--- src/rtl/fp_pkg.sv ---
// Shared definitions for the floating-point sequential multiplier:
// default field widths, controller state encoding and exponent bias.
package fp_pkg;

  localparam int FP_EXP_W = 8;
  localparam int FP_MAN_W = 23;

  typedef enum logic [1:0] {
    IDLE = 2'd0,
    MULT = 2'd1,
    NORM = 2'd2,
    PACK = 2'd3
  } fp_state_e;

  // Exponent bias for an exp_w-bit biased exponent field: 2^(exp_w-1)-1.
  function automatic int fp_bias(input int exp_w);
    return (32'sd1 <<< (exp_w - 1)) - 32'sd1;
  endfunction

endpackage

--- src/rtl/fp_round_pack.sv ---
// Combinational back end of the multiplier: takes the raw significand
// product, normalises it by at most one right shift, rounds to nearest
// even using guard/sticky, and applies zero/overflow/underflow handling.
module fp_round_pack
  import fp_pkg::*;
#(
  parameter int EXP_W = FP_EXP_W,
  parameter int MAN_W = FP_MAN_W
) (
  input  logic                         sign,
  input  logic                         zero,
  input  logic signed [EXP_W+1:0]      exp_in,
  input  logic [2*MAN_W+1:0]           prod,
  output logic [EXP_W+MAN_W:0]         result,
  output logic                         overflow,
  output logic                         underflow
);

  localparam int SE_W   = EXP_W + 2;
  localparam int PROD_W = 2 * MAN_W + 2;

  localparam logic signed [SE_W-1:0] EXP_ONES = SE_W'((32'sd1 <<< EXP_W) - 32'sd1);
  localparam logic signed [SE_W-1:0] EXP_ZERO = '0;
  localparam logic signed [SE_W-1:0] EXP_ONE  = SE_W'(32'sd1);

  logic [PROD_W-1:0]      norm_s;
  logic signed [SE_W-1:0] exp_n_s;
  logic                   unused_lead_s;
  logic [MAN_W-1:0]       frac_n_s;
  logic                   guard_s;
  logic                   sticky_s;
  logic                   round_up_s;
  logic [MAN_W+1:0]       sig_s;
  logic [MAN_W-1:0]       frac_r_s;
  logic signed [SE_W-1:0] exp_r_s;

  // Normalise: a product in [2,4) has its top bit set and needs one right shift.
  always_comb begin
    norm_s  = prod;
    exp_n_s = exp_in;
    if (prod[PROD_W-1]) begin
      norm_s  = prod;
      exp_n_s = exp_in + EXP_ONE;
    end else begin
      norm_s  = prod << 1;
      exp_n_s = exp_in;
    end
  end

  // Round to nearest, ties to even; a carry out of the significand renormalises.
  always_comb begin
    unused_lead_s = norm_s[PROD_W-1];
    frac_n_s      = norm_s[PROD_W-2 -: MAN_W];
    guard_s       = norm_s[MAN_W];
    sticky_s      = |norm_s[MAN_W-1:0];
    round_up_s    = guard_s & (sticky_s | frac_n_s[0]);
    sig_s         = {2'b01, frac_n_s} + {{(MAN_W+1){1'b0}}, round_up_s};
    frac_r_s      = sig_s[MAN_W-1:0];
    exp_r_s       = exp_n_s;
    if (sig_s[MAN_W+1]) begin
      frac_r_s = sig_s[MAN_W:1];
      exp_r_s  = exp_n_s + EXP_ONE;
    end else begin
      frac_r_s = sig_s[MAN_W-1:0];
      exp_r_s  = exp_n_s;
    end
  end

  // Exceptions: flushed zero operands, exponent saturation to infinity or zero.
  always_comb begin
    result    = '0;
    overflow  = 1'b0;
    underflow = 1'b0;
    if (zero) begin
      result    = {sign, {(EXP_W+MAN_W){1'b0}}};
      overflow  = 1'b0;
      underflow = 1'b0;
    end else if (exp_r_s >= EXP_ONES) begin
      result    = {sign, {EXP_W{1'b1}}, {MAN_W{1'b0}}};
      overflow  = 1'b1;
      underflow = 1'b0;
    end else if (exp_r_s <= EXP_ZERO) begin
      result    = {sign, {(EXP_W+MAN_W){1'b0}}};
      overflow  = 1'b0;
      underflow = 1'b1;
    end else begin
      result    = {sign, exp_r_s[EXP_W-1:0], frac_r_s};
      overflow  = 1'b0;
      underflow = 1'b0;
    end
  end

endmodule

--- src/rtl/fp_seq_multiplier.sv ---
// Sequential floating-point multiplier. Operands are latched on the
// accepting edge, significands are multiplied by radix-2 shift-add one
// bit per cycle, then the product is rounded and packed. Latency from
// the accepting edge to done is fixed at MAN_W+3 edges.
module fp_seq_multiplier
  import fp_pkg::*;
#(
  parameter int EXP_W = FP_EXP_W,
  parameter int MAN_W = FP_MAN_W
) (
  input  logic                 clk,
  input  logic                 rst,
  input  logic                 start,
  input  logic [EXP_W+MAN_W:0] a,
  input  logic [EXP_W+MAN_W:0] b,
  output logic                 busy,
  output logic                 done,
  output logic [EXP_W+MAN_W:0] result,
  output logic                 overflow,
  output logic                 underflow
);

  localparam int W      = 1 + EXP_W + MAN_W;
  localparam int SIG_W  = MAN_W + 1;
  localparam int PROD_W = 2 * SIG_W;
  localparam int SE_W   = EXP_W + 2;
  localparam int CNT_W  = $clog2(SIG_W) + 1;

  localparam logic signed [SE_W-1:0] BIAS_S   = SE_W'(fp_bias(EXP_W));
  localparam logic [CNT_W-1:0]       ITER_LAST = CNT_W'(MAN_W);

  fp_state_e              state_r;
  fp_state_e              state_s;
  logic                   accept_s;
  logic [CNT_W-1:0]       iter_r;
  logic [SIG_W-1:0]       mcand_r;
  logic [PROD_W-1:0]      prod_r;
  logic [PROD_W-1:0]      prod_step_s;
  logic [SIG_W:0]         add_s;
  logic                   sign_r;
  logic                   zero_r;
  logic signed [SE_W-1:0] exp_r;
  logic signed [SE_W-1:0] exp_sum_s;
  logic [EXP_W-1:0]       a_exp_s;
  logic [EXP_W-1:0]       b_exp_s;

  logic                   busy_r;
  logic                   done_r;
  logic [W-1:0]           result_r;
  logic                   ovf_r;
  logic                   unf_r;

  logic [W-1:0]           pk_result_s;
  logic                   pk_ovf_s;
  logic                   pk_unf_s;
  logic [W-1:0]           pk_result_r;
  logic                   pk_ovf_r;
  logic                   pk_unf_r;

  // Controller next state; start is only honoured in IDLE.
  always_comb begin
    state_s  = state_r;
    accept_s = 1'b0;
    case (state_r)
      IDLE: begin
        if (start) begin
          state_s  = MULT;
          accept_s = 1'b1;
        end else begin
          state_s  = IDLE;
          accept_s = 1'b0;
        end
      end
      MULT: begin
        if (iter_r == ITER_LAST) begin
          state_s = NORM;
        end else begin
          state_s = MULT;
        end
      end
      NORM:    state_s = PACK;
      PACK:    state_s = IDLE;
      default: state_s = IDLE;
    endcase
  end

  // Operand field extraction and unbiased-sum exponent for the latched op.
  always_comb begin
    a_exp_s   = a[W-2:MAN_W];
    b_exp_s   = b[W-2:MAN_W];
    exp_sum_s = $signed({2'b00, a_exp_s}) + $signed({2'b00, b_exp_s}) - BIAS_S;
  end

  // One shift-add step: add the multiplicand into the upper half when the
  // current multiplier bit is set, then shift the whole product right.
  always_comb begin
    if (prod_r[0]) begin
      add_s = {1'b0, prod_r[PROD_W-1:SIG_W]} + {1'b0, mcand_r};
    end else begin
      add_s = {1'b0, prod_r[PROD_W-1:SIG_W]};
    end
    prod_step_s = {add_s, prod_r[SIG_W-1:1]};
  end

  fp_round_pack #(
    .EXP_W (EXP_W),
    .MAN_W (MAN_W)
  ) u_round_pack (
    .sign      (sign_r),
    .zero      (zero_r),
    .exp_in    (exp_r),
    .prod      (prod_r),
    .result    (pk_result_s),
    .overflow  (pk_ovf_s),
    .underflow (pk_unf_s)
  );

  // State, datapath and registered outputs.
  always_ff @(posedge clk or posedge rst) begin
    if (rst) begin
      state_r     <= IDLE;
      iter_r      <= '0;
      mcand_r     <= '0;
      prod_r      <= '0;
      sign_r      <= 1'b0;
      zero_r      <= 1'b0;
      exp_r       <= '0;
      busy_r      <= 1'b0;
      done_r      <= 1'b0;
      result_r    <= '0;
      ovf_r       <= 1'b0;
      unf_r       <= 1'b0;
      pk_result_r <= '0;
      pk_ovf_r    <= 1'b0;
      pk_unf_r    <= 1'b0;
    end else begin
      state_r <= state_s;
      done_r  <= 1'b0;
      case (state_r)
        IDLE: begin
          if (accept_s) begin
            mcand_r <= {1'b1, a[MAN_W-1:0]};
            prod_r  <= {{SIG_W{1'b0}}, 1'b1, b[MAN_W-1:0]};
            sign_r  <= a[W-1] ^ b[W-1];
            zero_r  <= (a_exp_s == '0) || (b_exp_s == '0);
            exp_r   <= exp_sum_s;
            iter_r  <= '0;
            busy_r  <= 1'b1;
            ovf_r   <= 1'b0;
            unf_r   <= 1'b0;
          end
        end
        MULT: begin
          prod_r <= prod_step_s;
          iter_r <= iter_r + CNT_W'(1);
        end
        NORM: begin
          pk_result_r <= pk_result_s;
          pk_ovf_r    <= pk_ovf_s;
          pk_unf_r    <= pk_unf_s;
          iter_r      <= '0;
        end
        PACK: begin
          result_r <= pk_result_r;
          ovf_r    <= pk_ovf_r;
          unf_r    <= pk_unf_r;
          done_r   <= 1'b1;
          busy_r   <= 1'b0;
        end
        default: begin
          busy_r <= 1'b0;
        end
      endcase
    end
  end

  assign busy      = busy_r;
  assign done      = done_r;
  assign result    = result_r;
  assign overflow  = ovf_r;
  assign underflow = unf_r;

endmodule

--- config.mk ---
export PLATFORM = sky130hd
export DESIGN_NAME = fp_seq_multiplier
export DESIGN_NICKNAME = d
export VERILOG_FILES = /design/src/rtl/fp_pkg.sv /design/src/rtl/fp_round_pack.sv /design/src/rtl/fp_seq_multiplier.sv
export SDC_FILE = /design/constraint.sdc
export NUM_CORES = 1
export LEC_CHECK = 0
export BUFFER_PORTS_ARGS = -buffer_cell sky130_fd_sc_hd__clkbuf_2
export CAP_MARGIN = 20
export CORE_ASPECT_RATIO = 1.4
export CORE_MARGIN = 2
export CORE_UTILIZATION = 53
export CTS_CLUSTER_SIZE = 25
export DETAILED_ROUTE_END_ITERATION = 8
export GPL_TIMING_DRIVEN = 0
export PLACE_DENSITY_LB_ADDON = 0.12
export SYNTH_ARGS = -nofsm -noshare
export SYNTH_HDL_FRONTEND = slang
export SYNTH_SLANG_ARGS = --single-unit
export TNS_END_PERCENT = 30
--- constraint.sdc ---
create_clock -name clk -period 4.9 [get_ports clk]
set_input_delay 0.49 -clock clk [delete_from_list [all_inputs] [get_ports clk]]
set_output_delay 0.49 -clock clk [all_outputs]
set_load 0.02 [all_outputs]
==> reports/results.md, run 1 <==
* area of the die: 19890 sq um
* cells after synthesis: 1078
* worst reg2reg startpoint: prod_r[47]
* maximum root-to-sink buffer count: 2
* die span in y: 166.1 um
* critical path endpoint category: register
* hold-fix buffer count after cts: 0
* Final Max Slew Viols: 0
* GR Util met1: 30.80%
* remaining design rule violation count: 0
* static power due to leakage: 5.277 nW
* critical path class: register to register
* primary flip-flop cell chosen by synthesis mapping: sky130_fd_sc_hd__dfrtp_1
* Finished Layout Cells: 1454
* detail-routed net length per standard cell: 16.43 um
* P&R area growth vs syn: 14.27%
* outcome: finished, final reports clean
* via-per-instance ratio: 5.749
* TNS Setup: 0 ns
* worst clock skew: 0.008136 ns
* first-pass GRT wire length: 39270 um
* effective utilization at floorplan: 53.87%
* critical path data arrival time: 5.01 ns
* post-place instance area: 10790 sq um
* routed via count: 8359
* slowest CP cell: sky130_fd_sc_hd__clkbuf_1
* post-cts repair resize count: 1
* antenna violations before repair: 1
* standard cell core area: 18460 sq um
* Starting DRT DRC Count: 438
* setup slack after placement: -0.5281 ns
* syn nets: 1190
* number of H-tree branching levels: 4
* width of the die: 119.8 um
* Post-CTS Setup Inserts: 0
* power per cell area: 620.2 nW/um^2
* number of top-level pins: 103
* FFs w/ async S/R, synth: 100.0%
* number of max-cap violations: 0
* worst stage delay on the critical path: 0.44 ns
* register clock-pin slew on the reported worst setup and hold paths: 0.06 ns
* setup repair after global routing missed its margin: no
* worst setup margin: 0.2544 ns
* num rows: 59
* cell chosen for the clock root: sky130_fd_sc_hd__clkbuf_16
* met3 Use GR: 3.537%
* period utilization: 94.81%
* Detail Route Antenna Nets: 0
* overall track demand over capacity in global routing: 24.45%
* post-synthesis average cell area: 9.223 sq um
* Worst setup SP type: register
* post-layout min period: 4.646 ns
* kind of path behind the tightest hold check: input port to asynchronous set/reset pin
* Worst Max-Slew Pin Slew: 0.8511 ns
* total routed wirelength: 23890 um
* number of instances in the placed design: 1425
* final design instance area without fill: 11360 sq um
* total congestion overflow after global routing: 0
* final setup fails: 0
* number of hold violations in the final report: 0
* vias in the first global route: 7907
* crit-path leading delay family: buffers and inverters
* largest net degree at the start of global routing: 105
* Sinks on Clock Net: 162
* TritonCTS clock tree: yes
* share of the yosys chip area belonging to registers: 40.78%
* endpoint required time on the critical path: 5.26 ns
* biggest fanout along the worst timing path: 19
* Skew-Pair Late Insertion Delay: 0.44 ns
* Final Wtd Congestion: 0.8693
* router iterations before antenna repair: 5
* Total Power Consumption: 7.046 mW
* I/O Buffers: 102
* sum of buffers and inverters on the critical path: 6
* worst slew margin relative to its limit: 43.05%
* combined area of all synthesized cells: 9942 sq um
* worst setup path start: prod_r[47]
* worst supply voltage drop on vdd: 315.5 uV
* number of nets in the layout: 1311
* layout cell share with drive strength beyond 1: 16.87%
* synthesized flop and latch total: 162
* worst path cell trace: buf_4 -> buf_6 -> clkbuf_2 -> clkbuf_2 -> mux2_2 -> ha_1 -> and4_1 -> nand4_4 -> nor4_1 -> o2111a_1 -> clkbuf_1 -> nor3_1 -> a21oi_1 -> nor4_4 -> nor3_4 -> buf_6 -> a32o_1
* post-DP HPWL: 18250 um
* GRT busiest layer: met2
* Unique masters post-synth: 75
* grt met2 use: 41.14%
* TritonCTS Buffers: 17
* max frequency: 0.2153 GHz
* synthesis warning total: 0
* utilization of the core after routing: 61.56%
* Post-Route Hold Slack: 0.06298 ns
* number of enable flip-flop cells after synthesis: 0
cells in the final DEF, fill, tap and decap left out, types with 10 or more instances in the layout:
cell / count
sky130_fd_sc_hd__nand4_1: 11
sky130_fd_sc_hd__mux2_2: 42
sky130_fd_sc_hd__and2_1: 12
sky130_fd_sc_hd__nand3b_1: 10
sky130_fd_sc_hd__a21o_1: 17
sky130_fd_sc_hd__ha_1: 43
sky130_fd_sc_hd__nand2_1: 219
sky130_fd_sc_hd__xor2_1: 19
sky130_fd_sc_hd__clkbuf_16: 17
sky130_fd_sc_hd__dfrtp_1: 162
sky130_fd_sc_hd__nor4_1: 14
sky130_fd_sc_hd__nand2b_1: 15
sky130_fd_sc_hd__clkbuf_1: 42
sky130_fd_sc_hd__xnor2_1: 37
sky130_fd_sc_hd__nand3_1: 25
sky130_fd_sc_hd__a32o_1: 17
sky130_fd_sc_hd__nor2_1: 38
sky130_fd_sc_hd__inv_1: 21
sky130_fd_sc_hd__a22oi_1: 25
sky130_fd_sc_hd__a21oi_1: 48
sky130_fd_sc_hd__nor3_1: 15
sky130_fd_sc_hd__clkbuf_2: 105
sky130_fd_sc_hd__mux2i_1: 25
sky130_fd_sc_hd__o21ai_0: 68
flip-flops by register name, indices dropped and copies added (netlist names), named ones only:
name and count:
busy 1, done 1, exp_r 10, iter_r 6, mcand_r 24, overflow 1, pk_ovf_r 1, pk_result_r 32
pk_unf_r 1, prod_r 48, result 32, sign_r 1, state_r 1, underflow 1, zero_r 1
where the power goes:
part / switching (mW) / total (mW) / internal [mW]
Combinational: 2.08 / 3.59 / 1.51
Clock: 0.542 / 1.29 / 0.749
Sequential: 0.415 / 2.17 / 1.75
Yosys cell counts, types with 6 or more instances:
cell type	number	area, sq um
sky130_fd_sc_hd__a221o_1	7	70.07
sky130_fd_sc_hd__o21bai_1	7	52.55
sky130_fd_sc_hd__nor4_1	14	87.58
sky130_fd_sc_hd__a31oi_1	9	56.30
sky130_fd_sc_hd__nand3b_1	10	75.07
sky130_fd_sc_hd__nor2_1	38	142.6
sky130_fd_sc_hd__o21ai_0	68	340.3
sky130_fd_sc_hd__a22oi_1	25	187.7
sky130_fd_sc_hd__a22o_1	7	61.31
sky130_fd_sc_hd__mux2_2	42	473.0
sky130_fd_sc_hd__nand2_1	219	822.0
sky130_fd_sc_hd__and2_1	12	75.07
sky130_fd_sc_hd__nand3_1	25	125.1
sky130_fd_sc_hd__dfrtp_1	162	4054
sky130_fd_sc_hd__inv_1	22	82.58
sky130_fd_sc_hd__a211oi_1	8	60.06
sky130_fd_sc_hd__clkbuf_1	44	165.2
sky130_fd_sc_hd__ha_1	43	538.0
sky130_fd_sc_hd__a21o_1	17	127.6
sky130_fd_sc_hd__o21a_1	6	45.04
sky130_fd_sc_hd__buf_1	7	26.28
sky130_fd_sc_hd__nor2b_1	6	37.54
sky130_fd_sc_hd__mux2i_1	25	250.2
sky130_fd_sc_hd__xnor2_1	37	324.1
sky130_fd_sc_hd__a32o_1	17	170.2
sky130_fd_sc_hd__o211ai_1	9	67.56
sky130_fd_sc_hd__nand2b_1	15	93.84
sky130_fd_sc_hd__a21oi_1	48	240.2
sky130_fd_sc_hd__nor3_1	15	75.07
sky130_fd_sc_hd__nand4_1	11	68.82
sky130_fd_sc_hd__xor2_1	19	166.4
cells by family after synthesis:
group                      share of synthesized area, %
DFF                                               40.78
AOI/OAI and AO/OA                                 17.93
xor gates and xnor gates                          4.933
buffers and inverters                             3.662
adders and majority gates                         5.814
muxes                                             7.538
and+or+nand+nor                                   19.34
area by class of cell:
cell class	count	area, sq um
Antenna cell	1	2.502
Buffer	62	280.3
Clock buffer	18	439.2
Clock inverter	11	116.4
Fill cell	1623	7094
Inverter	22	90.09
Multi-Input combinational cell	831	5535
Sequential cell	162	4054
Tap cell	244	305.3
Timing Repair Buffer	103	538.0
worst reg2reg max path, cell delays in order, from the launching register on:
cell                       delay (ns)
sky130_fd_sc_hd__dfrtp_1         0.43
sky130_fd_sc_hd__buf_4           0.23
sky130_fd_sc_hd__buf_6           0.21
sky130_fd_sc_hd__clkbuf_2        0.30
sky130_fd_sc_hd__clkbuf_2        0.32
sky130_fd_sc_hd__mux2_2          0.20
sky130_fd_sc_hd__ha_1            0.18
sky130_fd_sc_hd__and4_1          0.28
sky130_fd_sc_hd__nand4_4         0.17
sky130_fd_sc_hd__nor4_1          0.34
sky130_fd_sc_hd__o2111a_1        0.23
sky130_fd_sc_hd__clkbuf_1        0.44
sky130_fd_sc_hd__nor3_1          0.13
sky130_fd_sc_hd__a21oi_1         0.29
sky130_fd_sc_hd__nor4_4          0.11
sky130_fd_sc_hd__nor3_4          0.34
sky130_fd_sc_hd__buf_6           0.20
sky130_fd_sc_hd__a32o_1          0.18
final timing paths:
kind / endpoint / cells past startpoint / slack [ns]
max: pk_result_r[13] / 17 / 0.25
min in group clk: mcand_r[13] / 3 / 0.24
min reg2reg: mcand_r[8] / 2 / 0.48
max reg2reg: pk_result_r[13] / 17 / 0.25
max in group asynchronous: mcand_r[10] / 3 / 4.00
min: result[28] / 2 / 0.06
metal layers:
metal  wire length (um)  vias to the layer above
li1                   -                     4127
met1              10400                     3983
met2              11720                      204
met3                921                       45
met4                847                        0
met5                  0                        -
Power figures use the tool's default switching activity.
==> inputs of run 2 (changes only) <==
- clock period: 4.9 -> 4.5 ns (I/O delays scaled with it)
==> run 2 against run 1 <==
Against the previous run:
- register-to-register slack worse by 0.14 ns
- worst hold slack better by 0.14 ns
- final cell count is 0.69% higher
- critical path depth stayed put
- sequential share of layout area is 0.56 points lower
- global-route usage is 0.27 points higher
- die area stayed put
- non-clock buffer count is 7 higher
- highest routed layer unchanged
- clock-buffer cell count is 1 higher
- largest cell class unchanged
- setup slack worse by 0.14 ns
- final area is 1.6% higher
- combinational power is 9.5% higher
==> reports/results.md, run 2 (synthesized netlist as in run 1, its figures left out) <==
* final setup fails: 0
* Final Max Slew Viols: 0
* R2R Setup Slk: 0.12 ns
* via-per-instance ratio: 5.649
* total routed wirelength: 23880 um
* Post-Route Hold Slack: 0.2031 ns
* I/O Buffers: 102
* maximum root-to-sink buffer count: 2
* depth of the most critical reg-to-reg path: 17
* power per cell area: 673.2 nW/um^2
* number of H-tree branching levels: 4
* antenna violations before repair: 1
* TNS Setup: 0 ns
* Largest register FFs: 48
* biggest fanout along the worst timing path: 19
* post-DP HPWL: 18400 um
* area of the die: 19890 sq um
* total congestion overflow after global routing: 0
* worst supply voltage drop on vdd: 395.0 uV
* num rows: 59
* max frequency: 0.2282 GHz
* capturing point of the worst reg2reg path: pk_result_r[3]
* critical path data arrival time: 4.74 ns
* critical path class: register to register
* worst reg2reg startpoint: prod_r[47]
* P&R area growth vs syn: 16.12%
* Sinks on Clock Net: 162
* first-pass GRT wire length: 39620 um
* Total Power Consumption: 7.772 mW
* TritonCTS Buffers: 17
* register clock-pin slew on the reported worst setup and hold paths: 0.06 ns
* commonest cells after routing, fill and taps aside: 219 x sky130_fd_sc_hd__nand2_1, 161 x sky130_fd_sc_hd__dfrtp_1, 103 x sky130_fd_sc_hd__clkbuf_2, 68 x sky130_fd_sc_hd__o21ai_0, 48 x sky130_fd_sc_hd__a21oi_1
* remaining design rule violation count: 0
* layout cell share with drive strength beyond 1: 17.72%
* width of the die: 119.8 um
* hold wc startpoint: a[10]
* Starting DRT DRC Count: 518
* number of nets in the layout: 1318
* filler cell count in the final layout: 1664
* standard cell core area: 18460 sq um
* post-layout min period: 4.381 ns
* static power due to leakage: 5.389 nW
* critical path endpoint category: register
* TritonCTS clock tree: yes
* most common library cell in the layout ignoring fill and taps: sky130_fd_sc_hd__nand2_1
* routed via count: 8270
* Worst setup SP type: register
* largest net degree at the start of global routing: 42
* count of cells along the worst hold path: 3
* period utilization: 97.36%
* cell chosen for the clock root: sky130_fd_sc_hd__clkbuf_16
* worst slew margin relative to its limit: 38.88%
* number of top-level pins: 103
* router iterations before antenna repair: 5
* number of hold violations in the final report: 0
* kind of path behind the tightest hold check: input port to register
* effective utilization at floorplan: 53.87%
* Final Wtd Congestion: 0.8657
* endpoint required time on the critical path: 4.86 ns
* Skew-Pair Late Insertion Delay: 0.43 ns
* Hold Path End: mcand_r[10]
* outcome: finished, final reports clean
* worst clock skew: 0.008904 ns
* vias in the first global route: 8028
* die span in y: 166.1 um
* Worst Max-Slew Pin Slew: 0.9134 ns
* overall track demand over capacity in global routing: 24.72%
* Detail Route Antenna Nets: 0
* number of max-cap violations: 0
* register with the most flip-flops: prod_r
* worst setup path start: prod_r[47]
* detail-routed net length per standard cell: 16.31 um
## run 2: changes by cell type in the layout (fill, tap and decap cells not counted), sizes merged
cell,before,now
dlygate4sd3,0,1
clkinv,6,7
buf,18,27
clkbuf,165,163
bufinv,2,3
## run 2: how the worst max path moves through the flow
stage                                  to  slack [ns]
after floorplan           pk_result_r[13]        0.06
after global placement     pk_result_r[4]       -0.95
after detailed placement   pk_result_r[3]       -0.93
after CTS                  pk_result_r[3]        0.04
after global routing       pk_result_r[4]       -0.05
final                      pk_result_r[3]        0.12
## run 2: critical path: stages (launching register included)
cell and delay [ns]:
sky130_fd_sc_hd__dfrtp_2 0.44, sky130_fd_sc_hd__buf_4 0.20, sky130_fd_sc_hd__buf_8 0.17, sky130_fd_sc_hd__buf_4 0.18, sky130_fd_sc_hd__buf_4 0.19, sky130_fd_sc_hd__mux2_2 0.23, sky130_fd_sc_hd__ha_1 0.18, sky130_fd_sc_hd__and4_1 0.27
sky130_fd_sc_hd__nand4_4 0.17, sky130_fd_sc_hd__or4_4 0.60, sky130_fd_sc_hd__buf_6 0.17, sky130_fd_sc_hd__a211oi_4 0.24, sky130_fd_sc_hd__buf_4 0.19, sky130_fd_sc_hd__mux2i_4 0.29, sky130_fd_sc_hd__nor3b_2 0.09, sky130_fd_sc_hd__nor3_4 0.33
sky130_fd_sc_hd__buf_6 0.19, sky130_fd_sc_hd__a32o_1 0.16
## run 2: power breakdown
group	switching [mW]	internal [mW]	total [mW]
sequential	0.446	1.91	2.35
combinational	2.26	1.67	3.93
clock	0.598	0.887	1.48
## run 2: layout make-up
cell class / count / area [sq um] / share of cell area, %
Inverter: 22 / 86.33 / 0.7478
Timing Repair Buffer: 111 / 643.1 / 5.571
Clock inverter: 13 / 160.2 / 1.387
Multi-Input combinational cell: 831 / 5564 / 48.20
Sequential cell: 162 / 4055 / 35.13
Clock buffer: 19 / 442.9 / 3.837
Antenna cell: 1 / 2.502 / 0.02168
Tap cell: 244 / 305.3 / 2.644
Buffer: 61 / 285.3 / 2.471
## run 2: what timing repair did
item,4_1_cts,5_1_grt
endpoints found under the hold margin,4,0
cloned,0,0
buffers inserted,0,3
setup endpoints to repair,33,33
hold buffers,1,0
resized for setup,5,10
pin swaps,0,2
## run 2: layer usage
layer  vias up  wire, um  GRT usage, %
met5         -         0             0
met4         0       639         9.770
met3        38       698         3.194
met2       173     12030         42.46
met1      3915     10510         31.55
li1       4144         -             -
## run 2: per-stage QoR
step	std cells	utilization, %	cell area (sq um)	setup slack [ns]
after floorplan	1078	-	9946	0.05720
final	1464	62.56	11540	0.1186
after global placement	1424	58.31	10760	-0.9523
after CTS	1460	62.22	11480	0.04287
after detailed placement	1429	58.85	10860	-0.9267
after global routing	1464	62.56	11540	-0.04774
==> inputs of run 3 (changes only) <==
- CORE_UTILIZATION: 53 -> 35
- CTS_BUF_LIST: unset -> sky130_fd_sc_hd__clkbuf_8
==> run 3 against run 2 <==
Against the previous run:
- clock power decreased by 18%
- setup slack better by 0.14 ns
- sequential power about the same
- die area up 50%
- non-clock buffer count up 6
- clock skew grew 0.0052 ns
- flip-flop and latch count unchanged
- final cell count is 9.3% higher
- global-route usage decreased by 6.0 points
- clock-buffer cell count decreased by 1
- critical path type unchanged
- critical endpoint is now pk_result_r[13]
- highest routed layer unchanged
==> reports/results.md, run 3 (synthesized netlist as in run 1, its figures left out) <==
* number of nets in the layout: 1324
* worst stage delay on the critical path: 0.59 ns
* via-per-instance ratio: 5.146
* R2R Setup Slk: 0.26 ns
* worst slew margin relative to its limit: 39.87%
* depth of the most critical reg-to-reg path: 18
* Worst setup SP type: register
* first-pass GRT wire length: 44640 um
* max frequency: 0.2359 GHz
* critical path endpoint category: register
* cell chosen for the clock root: sky130_fd_sc_hd__clkbuf_8
* total congestion overflow after global routing: 0
* power per cell area: 655.5 nW/um^2
* number of max-cap violations: 0
* standard cell core area: 28220 sq um
* total routed wirelength: 26730 um
* Worst Max-Slew Pin Slew: 0.8986 ns
* I/O Buffers: 102
* kind of path behind the tightest hold check: input port to asynchronous set/reset pin
* most frequent cell on the critical path: sky130_fd_sc_hd__buf_4
* endpoint required time on the critical path: 4.90 ns
* critical path data arrival time: 4.64 ns
* die span in y: 203.4 um
* most common library cell in the layout ignoring fill and taps: sky130_fd_sc_hd__nand2_1
* routed via count: 8233
* hold-fix buffer count after cts: 0
* remaining design rule violation count: 0
* worst path cell trace: buf_4 -> buf_6 -> clkbuf_8 -> buf_4 -> mux2_2 -> ha_1 -> and4_4 -> nand4_4 -> or4_4 -> buf_6 -> a211oi_4 -> buf_4 -> mux2i_4 -> nor3b_2 -> nor3_4 -> buf_4 -> buf_2 -> a32o_1
* post-layout min period: 4.239 ns
* final setup fails: 0
* number of top-level pins: 103
* Final Wtd Congestion: 0.8304
* P&R area growth vs syn: 16.70%
* Largest register FFs: 48
* Detail Route Antenna Nets: 0
* worst reg2reg startpoint: prod_r[47]
* router iterations before antenna repair: 5
* outcome: finished, final reports clean
* layout cell share with drive strength beyond 1: 18.38%
* slowest CP cell: sky130_fd_sc_hd__or4_4
* area of the die: 29790 sq um
* detail-routed net length per standard cell: 16.71 um
* TritonCTS Buffers: 17
* commonest cells after routing, fill and taps aside: 219 x sky130_fd_sc_hd__nand2_1, 161 x sky130_fd_sc_hd__dfrtp_1, 103 x sky130_fd_sc_hd__clkbuf_2, 68 x sky130_fd_sc_hd__o21ai_0, 47 x sky130_fd_sc_hd__a21oi_1
* post-DP HPWL: 20670 um
* biggest fanout along the worst timing path: 19
* capturing point of the worst reg2reg path: pk_result_r[13]
* antenna violations before repair: 1
* TNS Setup: 0 ns
* effective utilization at floorplan: 35.23%
* TritonCTS clock tree: yes
* Final Max Slew Viols: 0
* number of H-tree branching levels: 4
* filler cell count in the final layout: 2874
* worst supply voltage drop on vdd: 241.6 uV
* Post-Route Hold Slack: 0.05009 ns
* setup repair after global routing missed its margin: no
* register clock-pin slew on the reported worst setup and hold paths: 0.09 ns
* worst clock skew: 0.01414 ns
* Sinks on Clock Net: 162
* static power due to leakage: 5.366 nW
* period utilization: 94.21%
* number of hold violations in the final report: 0
* width of the die: 146.4 um
* multi-input combinational cell area: 5589 sq um
* Skew-Pair Late Insertion Delay: 0.47 ns
* num rows: 73
* overall track demand over capacity in global routing: 18.73%
* vias in the first global route: 8295
* maximum root-to-sink buffer count: 2
* largest net degree at the start of global routing: 41
* total area of sequential cells: 4055 sq um
* Starting DRT DRC Count: 379
* register with the most flip-flops: prod_r
* critical path class: register to register
==> run 3: changes by cell type in the layout (fill, tap and decap cells not counted), sizes merged <==
cell	previous run	this run
buf	27	33
bufinv	3	5
clkinv	7	5
clkinvlp	3	1
dlygate4sd3	1	0
inv	22	24
==> run 3: worst max-delay path, delay by kind of cell (launching register included) <==
| kind | cells | cell delay (ns) |
|---|---|---|
| buf+inv | 8 | 1.42 |
| simple gates | 5 | 1.26 |
| mux | 2 | 0.49 |
| flops | 1 | 0.42 |
| compound gates | 2 | 0.37 |
| fa+ha+maj | 1 | 0.19 |
==> run 3: worst max-delay path by stage <==
stage | start | slack [ns] | end | depth (start not counted)
final | prod_r[47] | 0.26 | pk_result_r[13] | 18
after global routing | prod_r[47] | 0.08 | pk_result_r[13] | 18
after CTS | prod_r[47] | 0.03 | pk_result_r[13] | 20
after detailed placement | prod_r[47] | -1.16 | pk_result_r[4] | 18
after global placement | prod_r[47] | -1.27 | pk_result_r[4] | 18
after floorplan | prod_r[47] | 0.06 | pk_result_r[13] | 17
==> run 3: power breakdown <==
part / switching [mW] / internal [mW] / leakage (nW)
registers: 0.456 / 1.90 / 2.09
clock network: 0.554 / 0.665 / 0.236
logic: 2.32 / 1.71 / 3.04
==> run 3: per-layer routing <==
| layer | part of all wire [%] | GRT usage, % |
|---|---|---|
| met1 | 45 | 23.42 |
| met5 | 0 | 0 |
| met2 | 51 | 33.95 |
| met4 | 1.2 | 4.716 |
| met3 | 2.8 | 2.707 |
==> run 3: area by class of cell <==
type	instances	share of cell area, %
diodes	1	0.02157
plain buffers	61	2.480
clock buffers	18	2.135
clock inverters	13	1.672
inverters	22	0.7441
multi-input cells	831	48.17
flip-flops and latches	162	34.95
well taps	375	4.044
repair buffers	117	5.780
==> run 3: timing repair <==
item / 4_1_cts / 5_1_grt
gates resized for setup: 18 / 2
setup endpoints to repair: 33 / 30
pin swaps: 5 / 2
setup buffers: 9 / 1
cloned: 1 / 0
==> run 3: through the flow <==
step | utilization [%] | power, mW | std cells | area, sq um | setup WS (ns)
finish | 41.11 | 7.605 | 1600 | 11600 | 0.2608
global route | 41.11 | 8.312 | 1600 | 11600 | 0.08421
CTS | 41.07 | 7.668 | 1599 | 11590 | 0.02818
detailed placement | 38.99 | 6.326 | 1559 | 11010 | -1.161
global placement | 38.71 | 6.292 | 1555 | 10930 | -1.271
floorplan | - | 5.312 | 1078 | 9946 | 0.05720
